[config.mk]
export PLATFORM = sky130hd
export DESIGN_NAME = branch_resolve_stage
export DESIGN_NICKNAME = d
export VERILOG_FILES = /design/src/rtl/branch_resolve_stage.sv
export SDC_FILE = /design/constraint.sdc
export NUM_CORES = 1
export LEC_CHECK = 0
export CORE_MARGIN = 1.5
export CORE_UTILIZATION = 28
export DETAILED_ROUTE_END_ITERATION = 10
export PLACE_DENSITY_LB_ADDON = 0.12
export SETUP_SLACK_MARGIN = 0.05
export SKIP_CTS_REPAIR_TIMING = 1
export SYNTH_ARGS = -nofsm -noshare
export SYNTH_HDL_FRONTEND = slang
export SYNTH_SLANG_ARGS = --single-unit
[constraint.sdc]
create_clock -name clk -period 6.9 [get_ports clk]
set_input_delay 1.38 -clock clk [delete_from_list [all_inputs] [get_ports clk]]
set_output_delay 1.38 -clock clk [all_outputs]
set_load 0.02 [all_outputs]
[src/rtl/branch_resolve_stage.sv]
// branch_resolve_stage
// Execute-side branch resolution. Holds one decoded instruction, works out
// the real direction and target of B-type, JAL and JALR, and emits exactly
// one training/redirect report per control-flow instruction. It also forms
// the link value and hands the instruction to the memory stage.
//
// Optional build macro: BRU_PERF_CNT_EN
//   defined   -> branch_cnt / mispred_cnt are live 32-bit wrapping counters
//   undefined -> both count ports are tied to 0 and no counter flops exist
module branch_resolve_stage #(
    parameter int N = 12
) (
    input  logic          clk,
    input  logic          rst,
    input  logic          d_to_e_valid,
    output logic          e_allow_in,
    output logic          e_to_m_valid,
    input  logic          m_allow_in,
    input  logic [31:0]   d_pc,
    input  logic [6:0]    d_opcode,
    input  logic [9:0]    d_funct,
    input  logic [31:0]   d_imm,
    input  logic [31:0]   d_rs1_val,
    input  logic [31:0]   d_rs2_val,
    input  logic          d_is_jump_instr,
    input  logic          d_pred_taken,
    input  logic [31:0]   d_pred_next_pc,
    input  logic [N-1:0]  d_pred_history,
    output logic          e_valid,
    output logic          e_is_jump_instr,
    output logic          fact_taken,
    output logic          fact_success,
    output logic [N-1:0]  train_history,
    output logic [31:0]   fact_pc,
    output logic          e_flush,
    output logic [31:0]   e_pc,
    output logic [31:0]   e_link,
    output logic [31:0]   branch_cnt,
    output logic [31:0]   mispred_cnt
);

    localparam logic [6:0] OP_BRANCH = 7'b1100011;
    localparam logic [6:0] OP_JAL    = 7'b1101111;
    localparam logic [6:0] OP_JALR   = 7'b1100111;

    localparam logic [2:0] F3_BEQ  = 3'b000;
    localparam logic [2:0] F3_BNE  = 3'b001;
    localparam logic [2:0] F3_BLT  = 3'b100;
    localparam logic [2:0] F3_BGE  = 3'b101;
    localparam logic [2:0] F3_BLTU = 3'b110;
    localparam logic [2:0] F3_BGEU = 3'b111;

    // Stage registers
    logic          e_valid_reg;
    logic          reported_reg;
    logic [31:0]   pc_reg;
    logic [6:0]    opcode_reg;
    logic [2:0]    funct3_reg;
    logic [31:0]   imm_reg;
    logic [31:0]   rs1_reg;
    logic [31:0]   rs2_reg;
    logic          is_jump_reg;
    logic [31:0]   pred_next_pc_reg;
    logic [N-1:0]  history_reg;

    // Fields this stage does not consume (upper funct bits, predicted
    // direction: the next-PC comparison already covers direction).
    logic          unused_inputs;
    assign unused_inputs = &{1'b0, d_funct[9:3], d_pred_taken};

    // Combinational resolution results
    logic          is_branch;
    logic          is_jal;
    logic          is_jalr;
    logic          cond_taken;
    logic          taken;
    logic [31:0]   pc_plus4;
    logic [31:0]   target;
    logic [31:0]   next_pc;
    logic          success;
    logic          strobe;
    logic          flush;
    logic          load;

    assign is_branch = (opcode_reg == OP_BRANCH);
    assign is_jal    = (opcode_reg == OP_JAL);
    assign is_jalr   = (opcode_reg == OP_JALR);
    assign pc_plus4  = pc_reg + 32'd4;

    // Branch condition from the registered func3; reserved encodings fall through as not taken
    always_comb begin
        cond_taken = 1'b0;
        case (funct3_reg)
            F3_BEQ:  cond_taken = (rs1_reg == rs2_reg);
            F3_BNE:  cond_taken = (rs1_reg != rs2_reg);
            F3_BLT:  cond_taken = ($signed(rs1_reg) <  $signed(rs2_reg));
            F3_BGE:  cond_taken = ($signed(rs1_reg) >= $signed(rs2_reg));
            F3_BLTU: cond_taken = (rs1_reg <  rs2_reg);
            F3_BGEU: cond_taken = (rs1_reg >= rs2_reg);
            default: cond_taken = 1'b0;
        endcase
    end

    // Direction and target selection; jumps are unconditionally taken
    always_comb begin
        taken  = 1'b0;
        target = pc_reg + imm_reg;
        if (is_branch) begin
            taken = cond_taken;
        end else if (is_jal) begin
            taken = 1'b1;
        end else if (is_jalr) begin
            taken  = 1'b1;
            target = (rs1_reg + imm_reg) & ~32'd1;
        end
    end

    // The prediction is judged on the PC fetch actually steered to, so a
    // correct direction with a stale target still counts as a mispredict.
    assign next_pc = taken ? target : pc_plus4;
    assign success = (pred_next_pc_reg == next_pc);

    // One report per instruction: the reported flag masks later stall cycles
    assign strobe = e_valid_reg & is_jump_reg & ~reported_reg;
    assign flush  = strobe & ~success;

    // A flush squashes whatever decode offers in the same cycle
    assign e_allow_in = ~e_valid_reg | m_allow_in;
    assign load       = d_to_e_valid & e_allow_in & ~flush;

    // Occupancy and report-once tracking
    always_ff @(posedge clk or negedge rst) begin
        if (!rst) begin
            e_valid_reg  <= 1'b0;
            reported_reg <= 1'b0;
        end else begin
            if (load) begin
                e_valid_reg  <= 1'b1;
                reported_reg <= 1'b0;
            end else begin
                if (m_allow_in) begin
                    e_valid_reg <= 1'b0;
                end
                if (strobe) begin
                    reported_reg <= 1'b1;
                end
            end
        end
    end

    // Payload capture on every accepted instruction
    always_ff @(posedge clk or negedge rst) begin
        if (!rst) begin
            pc_reg           <= '0;
            opcode_reg       <= '0;
            funct3_reg       <= '0;
            imm_reg          <= '0;
            rs1_reg          <= '0;
            rs2_reg          <= '0;
            is_jump_reg      <= 1'b0;
            pred_next_pc_reg <= '0;
            history_reg      <= '0;
        end else if (load) begin
            pc_reg           <= d_pc;
            opcode_reg       <= d_opcode;
            funct3_reg       <= d_funct[2:0];
            imm_reg          <= d_imm;
            rs1_reg          <= d_rs1_val;
            rs2_reg          <= d_rs2_val;
            is_jump_reg      <= d_is_jump_instr;
            pred_next_pc_reg <= d_pred_next_pc;
            history_reg      <= d_pred_history;
        end
    end

    // Result outputs are held at 0 while the stage is empty so the
    // post-reset state is all zeros; while a live instruction is held they
    // keep reflecting it even after its report has gone out.
    always_comb begin
        fact_taken   = 1'b0;
        fact_success = 1'b0;
        fact_pc      = '0;
        e_link       = '0;
        if (e_valid_reg) begin
            fact_taken   = taken;
            fact_success = success;
            fact_pc      = next_pc;
            if (is_jal || is_jalr) begin
                e_link = pc_plus4;
            end
        end
    end

    assign e_valid         = e_valid_reg;
    assign e_to_m_valid    = e_valid_reg;
    assign e_is_jump_instr = strobe;
    assign e_flush         = flush;
    assign e_pc            = pc_reg;
    assign train_history   = history_reg;

`ifdef BRU_PERF_CNT_EN
    logic [31:0] branch_cnt_reg;
    logic [31:0] mispred_cnt_reg;

    // Performance counters; wrap naturally, cleared only by reset
    always_ff @(posedge clk or negedge rst) begin
        if (!rst) begin
            branch_cnt_reg  <= '0;
            mispred_cnt_reg <= '0;
        end else begin
            if (strobe) begin
                branch_cnt_reg <= branch_cnt_reg + 32'd1;
            end
            if (flush) begin
                mispred_cnt_reg <= mispred_cnt_reg + 32'd1;
            end
        end
    end

    assign branch_cnt  = branch_cnt_reg;
    assign mispred_cnt = mispred_cnt_reg;
`else
    assign branch_cnt  = '0;
    assign mispred_cnt = '0;
`endif

endmodule

==> impl_metrics.xml <==
<?xml version="1.0" encoding="UTF-8"?>
<metrics>
  <group name="placement">
    <metric name="detailedPlacementHpwl" unit="um">60900</metric>
    <metric name="gpl_wtd_cong" unit="">0.905</metric>
    <metric name="port-buffer-count" unit="">301</metric>
  </group>
  <group name="worst_hold_path">
    <metric name="worst_hold_startpoint" unit="">opcode_reg[4]$_DFFE_PN0P_</metric>
    <metric name="holdPathEnd" unit="">opcode_reg[4]$_DFFE_PN0P_</metric>
    <metric name="worstHoldPathCells" unit="">2</metric>
    <metric name="hold_path_class" unit="">reg2reg</metric>
  </group>
  <group name="yosys">
    <metric name="synthArstFlopShare" unit="%">100</metric>
    <metric name="synth.yosys.seq_area_share" unit="%">23.9</metric>
    <metric name="count_of_state_elements_after_synthesis" unit="">185</metric>
    <metric name="synth.largest_area_cell" unit="">sky130_fd_sc_hd__dfrtp_1</metric>
    <metric name="netlist_instances" unit="">2570</metric>
    <metric name="netlist-cell-type-count" unit="">78</metric>
    <metric name="synth.yosys.warnings" unit="">0</metric>
    <metric name="synth.avg_cell_area" unit="um2">7.52</metric>
    <metric name="synth-edff-count" unit="">0</metric>
    <metric name="top_area_cell_type_share_of_the_netlist_area" unit="%">23.9</metric>
    <metric name="dominantRegCellSynth" unit="">sky130_fd_sc_hd__dfrtp_1</metric>
    <metric name="synth.area.top_cells" unit="">sky130_fd_sc_hd__dfrtp_1 24%, sky130_fd_sc_hd__a21oi_1 8.1%, sky130_fd_sc_hd__and3_1 6.7%, sky130_fd_sc_hd__o211ai_1 6.1%, sky130_fd_sc_hd__ha_1 6.1%</metric>
    <metric name="netlist_area" unit="um2">19300</metric>
  </group>
  <group name="timing">
    <metric name="timing.final.crit_share" unit="%">98.2</metric>
    <metric name="setup_repair_after_global_routing_missed_its_margin" unit="">no</metric>
    <metric name="setup_viol" unit="">0</metric>
    <metric name="finalWorstPathRequiredPeriod" unit="ns">6.78</metric>
    <metric name="final-max-slew-violation-count" unit="">0</metric>
    <metric name="maxClockFrequency" unit="GHz">0.148</metric>
    <metric name="timing.clock.skew" unit="ns">0.0166</metric>
    <metric name="hold_violations" unit="">0</metric>
    <metric name="worst_slew_pin_slew" unit="ns">1.33</metric>
    <metric name="worst_slew_margin_rel" unit="%">11.2</metric>
    <metric name="holdWs" unit="ns">0.564</metric>
    <metric name="setup_total_negative_slack" unit="ns">0</metric>
  </group>
  <group name="detailed_routing">
    <metric name="detailedRoute.firstPassIterationCount" unit="">5</metric>
    <metric name="dr_total_vias" unit="">20600</metric>
    <metric name="drt-wirelength-per-cell" unit="um">23.7</metric>
    <metric name="wirelength" unit="um">85700</metric>
    <metric name="first_iter_violations" unit="">1878</metric>
    <metric name="drc_violations" unit="">0</metric>
    <metric name="ant_nets" unit="">0</metric>
    <metric name="drt-vias-per-instance" unit="">5.69</metric>
  </group>
  <group name="power">
    <metric name="p_leak" unit="nW">9.42</metric>
    <metric name="vdd_drop_max" unit="mV">0.201</metric>
    <metric name="powerDensity" unit="nW/um2">516</metric>
    <metric name="total_power" unit="mW">12.1</metric>
  </group>
  <group name="clocking">
    <metric name="clockBufferDepth" unit="">2</metric>
    <metric name="clock_sinks" unit="">185</metric>
    <metric name="clk_pin_slew" unit="ns">0.08</metric>
    <metric name="cts_inserted_buffers" unit="">17</metric>
    <metric name="htreeDepth" unit="">4</metric>
    <metric name="worstSkewPairLatency" unit="ns">0.51</metric>
    <metric name="cts_tree" unit="">yes</metric>
    <metric name="cts.root.buffer_cell" unit="">sky130_fd_sc_hd__clkbuf_16</metric>
  </group>
  <group name="grt">
    <metric name="grt_usage" unit="%">23.6</metric>
    <metric name="overflow" unit="">0</metric>
    <metric name="grt_pass1_vias" unit="">19400</metric>
    <metric name="grt_antenna_before_repair" unit="">6</metric>
    <metric name="grt_first_pass_wirelength" unit="um">127000</metric>
    <metric name="grt_start_max_net_pins" unit="">205</metric>
  </group>
  <group name="critical_path">
    <metric name="worst_path_arrival" unit="ns">5.40</metric>
    <metric name="timing.setup.critical_path_class" unit="">reg2out</metric>
    <metric name="timing.critical_path.fanout_max" unit="">5</metric>
    <metric name="rrSetupSlack" unit="ns">0.82</metric>
    <metric name="crit_path_launch_type" unit="">flip-flop</metric>
    <metric name="worstReg2RegEnd" unit="">rs2_reg[18]$_DFFE_PN0P_</metric>
    <metric name="timing.rr.start" unit="">imm_reg[0]$_DFFE_PN0P_</metric>
    <metric name="timing.critical_path.required" unit="ns">5.52</metric>
    <metric name="crit_path_end_kind" unit="">output port</metric>
    <metric name="reg2reg_depth" unit="">16</metric>
  </group>
  <group name="floorplanning">
    <metric name="die-area" unit="um2">70600</metric>
    <metric name="core_area" unit="um2">68500</metric>
    <metric name="floorplan.initialDensity" unit="%">28.2</metric>
    <metric name="die_h" unit="um">266</metric>
    <metric name="io-pin-count" unit="">374</metric>
    <metric name="die_w" unit="um">266</metric>
    <metric name="row_count" unit="">96</metric>
  </group>
  <group name="final_layout">
    <metric name="fill_cells" unit="">7186</metric>
    <metric name="final-seq-area" unit="um2">4630</metric>
    <metric name="area_growth_syn_to_layout" unit="%">21.4</metric>
    <metric name="post_route_cells_drive_above_1_share" unit="%">4.76</metric>
    <metric name="final_core_utilization" unit="%">34.3</metric>
    <metric name="multi_input_comb_area" unit="um2">13300</metric>
    <metric name="fin_nets" unit="">3013</metric>
  </group>
  <group name="status">
    <metric name="result_of_the_run" unit="">finished clean</metric>
  </group>
  <group name="flow_run">
    <metric name="timing.max_cap.violations" unit="">0</metric>
  </group>
</metrics>
-- per-layer routing --
| layer | GRT usage, % | vias to the layer above | part of all wire [%] |
|---|---|---|---|
| li1 | - | 9722 | - |
| met1 | 31.8 | 10200 | 45 |
| met2 | 38.7 | 606 | 48 |
| met3 | 2.86 | 84 | 4.2 |
| met4 | 8.00 | 0 | 2.8 |
| met5 | 0 | - | 0 |
-- how the worst max path moves through the flow --
stage,startpoint,endpoint,slack (ns),depth (start not counted)
6_report,imm_reg[0]$_DFFE_PN0P_,fact_success,0.12,16
5_1_grt,imm_reg[0]$_DFFE_PN0P_,fact_success,0.02,16
4_1_cts,rs1_reg[31]$_DFFE_PN0P_,e_flush,-0.37,15
3_5_place_dp,rs1_reg[31]$_DFFE_PN0P_,e_flush,0.20,15
3_3_place_gp,rs1_reg[31]$_DFFE_PN0P_,e_flush,0.26,15
2_1_floorplan,rs1_reg[31]$_DFFE_PN0P_,e_flush,1.36,15
-- cell type report --
| type | instances | area share, % |
|---|---|---|
| multi-input cells | 2091 | 56.6 |
| clock buffers | 20 | 1.99 |
| clock inverters | 9 | 0.491 |
| flip-flops and latches | 185 | 19.7 |
| inverters | 61 | 0.986 |
| repair buffers | 366 | 15.4 |
| well taps | 882 | 4.70 |
| diodes | 4 | 0.0427 |
-- synthesized netlist by cell type, types with 5 or more instances --
| master | number |
|---|---|
| sky130_fd_sc_hd__xnor2_1 | 63 |
| sky130_fd_sc_hd__a311oi_1 | 7 |
| sky130_fd_sc_hd__buf_4 | 84 |
| sky130_fd_sc_hd__a211o_1 | 8 |
| sky130_fd_sc_hd__a21boi_0 | 141 |
| sky130_fd_sc_hd__nand3_1 | 227 |
| sky130_fd_sc_hd__a21oi_1 | 311 |
| sky130_fd_sc_hd__mux2_2 | 6 |
| sky130_fd_sc_hd__a211oi_1 | 24 |
| sky130_fd_sc_hd__inv_1 | 60 |
| sky130_fd_sc_hd__dfrtp_1 | 185 |
| sky130_fd_sc_hd__o2111ai_1 | 12 |
| sky130_fd_sc_hd__a31oi_1 | 7 |
| sky130_fd_sc_hd__o21a_1 | 13 |
| sky130_fd_sc_hd__o211ai_1 | 157 |
| sky130_fd_sc_hd__nor2b_1 | 5 |
| sky130_fd_sc_hd__o311ai_1 | 35 |
| sky130_fd_sc_hd__or3_1 | 10 |
| sky130_fd_sc_hd__and3_1 | 206 |
| sky130_fd_sc_hd__nor3_1 | 29 |
| sky130_fd_sc_hd__and4_1 | 13 |
| sky130_fd_sc_hd__nand2_1 | 228 |
| sky130_fd_sc_hd__nor2_1 | 120 |
| sky130_fd_sc_hd__nand4_1 | 25 |
| sky130_fd_sc_hd__o21ai_0 | 52 |
| sky130_fd_sc_hd__nor4_1 | 13 |
| sky130_fd_sc_hd__ha_1 | 94 |
| sky130_fd_sc_hd__mux2i_1 | 18 |
| sky130_fd_sc_hd__buf_2 | 44 |
| sky130_fd_sc_hd__o21bai_1 | 7 |
| sky130_fd_sc_hd__a21o_1 | 28 |
| sky130_fd_sc_hd__xor2_1 | 39 |
| sky130_fd_sc_hd__a2111oi_0 | 6 |
| sky130_fd_sc_hd__o311ai_0 | 15 |
| sky130_fd_sc_hd__buf_1 | 10 |
| sky130_fd_sc_hd__clkbuf_1 | 158 |
| sky130_fd_sc_hd__nor3b_1 | 8 |
| sky130_fd_sc_hd__and2_1 | 21 |
-- metrics by stage --
stage          instance area, um2  cells  setup slack [ns]
2_1_floorplan               19600   2633              1.36
3_3_place_gp                22800   3584             0.262
3_5_place_dp                22800   3584             0.199
4_1_cts                     23400   3613            -0.374
5_1_grt                     23500   3618            0.0226
6_report                    23500   3618             0.122
-- cell usage in the layout (no fill, tap or decap), drive strengths merged, types with 18 or more instances in the layout --
master and instances:
a21oi 311, clkdlybuf4s50 297, nand3 229, nand2 228, and3 206, dfrtp 185
o211ai 157, a21boi 141, nor2 120, ha 94, buf 67, conb 64
inv 64, xnor2 63, o21ai 52, o311ai 50, xor2 39, nor3 30
a21o 28, nand4 25, a211oi 24, and2 21, clkbuf 21, mux2i 18
-- cell families (layout without fill, tap and decap cells) --
kind of cell | after synthesis | in the layout | share of synthesized area (%)
compound gates | 871 | 871 | 30.1
fa+ha+maj | 96 | 96 | 6.29
simple gates | 931 | 931 | 24.6
other cells | 1 | 68 | 0.0194
mux | 24 | 24 | 1.28
buf+inv | 357 | 456 | 8.85
xor+xnor | 105 | 105 | 4.98
flops | 185 | 185 | 23.9
-- critical path, stage by stage (launching register included) --
cell and delay (ns):
sky130_fd_sc_hd__dfrtp_1 0.47, sky130_fd_sc_hd__ha_1 0.26, sky130_fd_sc_hd__fa_1 0.45, sky130_fd_sc_hd__a211oi_2 0.26
sky130_fd_sc_hd__o211ai_1 0.25, sky130_fd_sc_hd__a211oi_2 0.40, sky130_fd_sc_hd__o211ai_1 0.27, sky130_fd_sc_hd__a221o_1 0.48
sky130_fd_sc_hd__o21a_1 0.20, sky130_fd_sc_hd__o311a_1 0.34, sky130_fd_sc_hd__o31a_1 0.27, sky130_fd_sc_hd__xnor2_1 0.16
sky130_fd_sc_hd__nor3_1 0.30, sky130_fd_sc_hd__and4_1 0.34, sky130_fd_sc_hd__buf_4 0.14, sky130_fd_sc_hd__and3_1 0.15
sky130_fd_sc_hd__buf_4 0.15
-- where the power goes --
group | switching (mW) | internal (mW)
Sequential | 0.873 | 1.63
Combinational | 5.13 | 3.41
Clock | 0.513 | 0.560
Note: power is estimated with default switching activity, not from simulation.
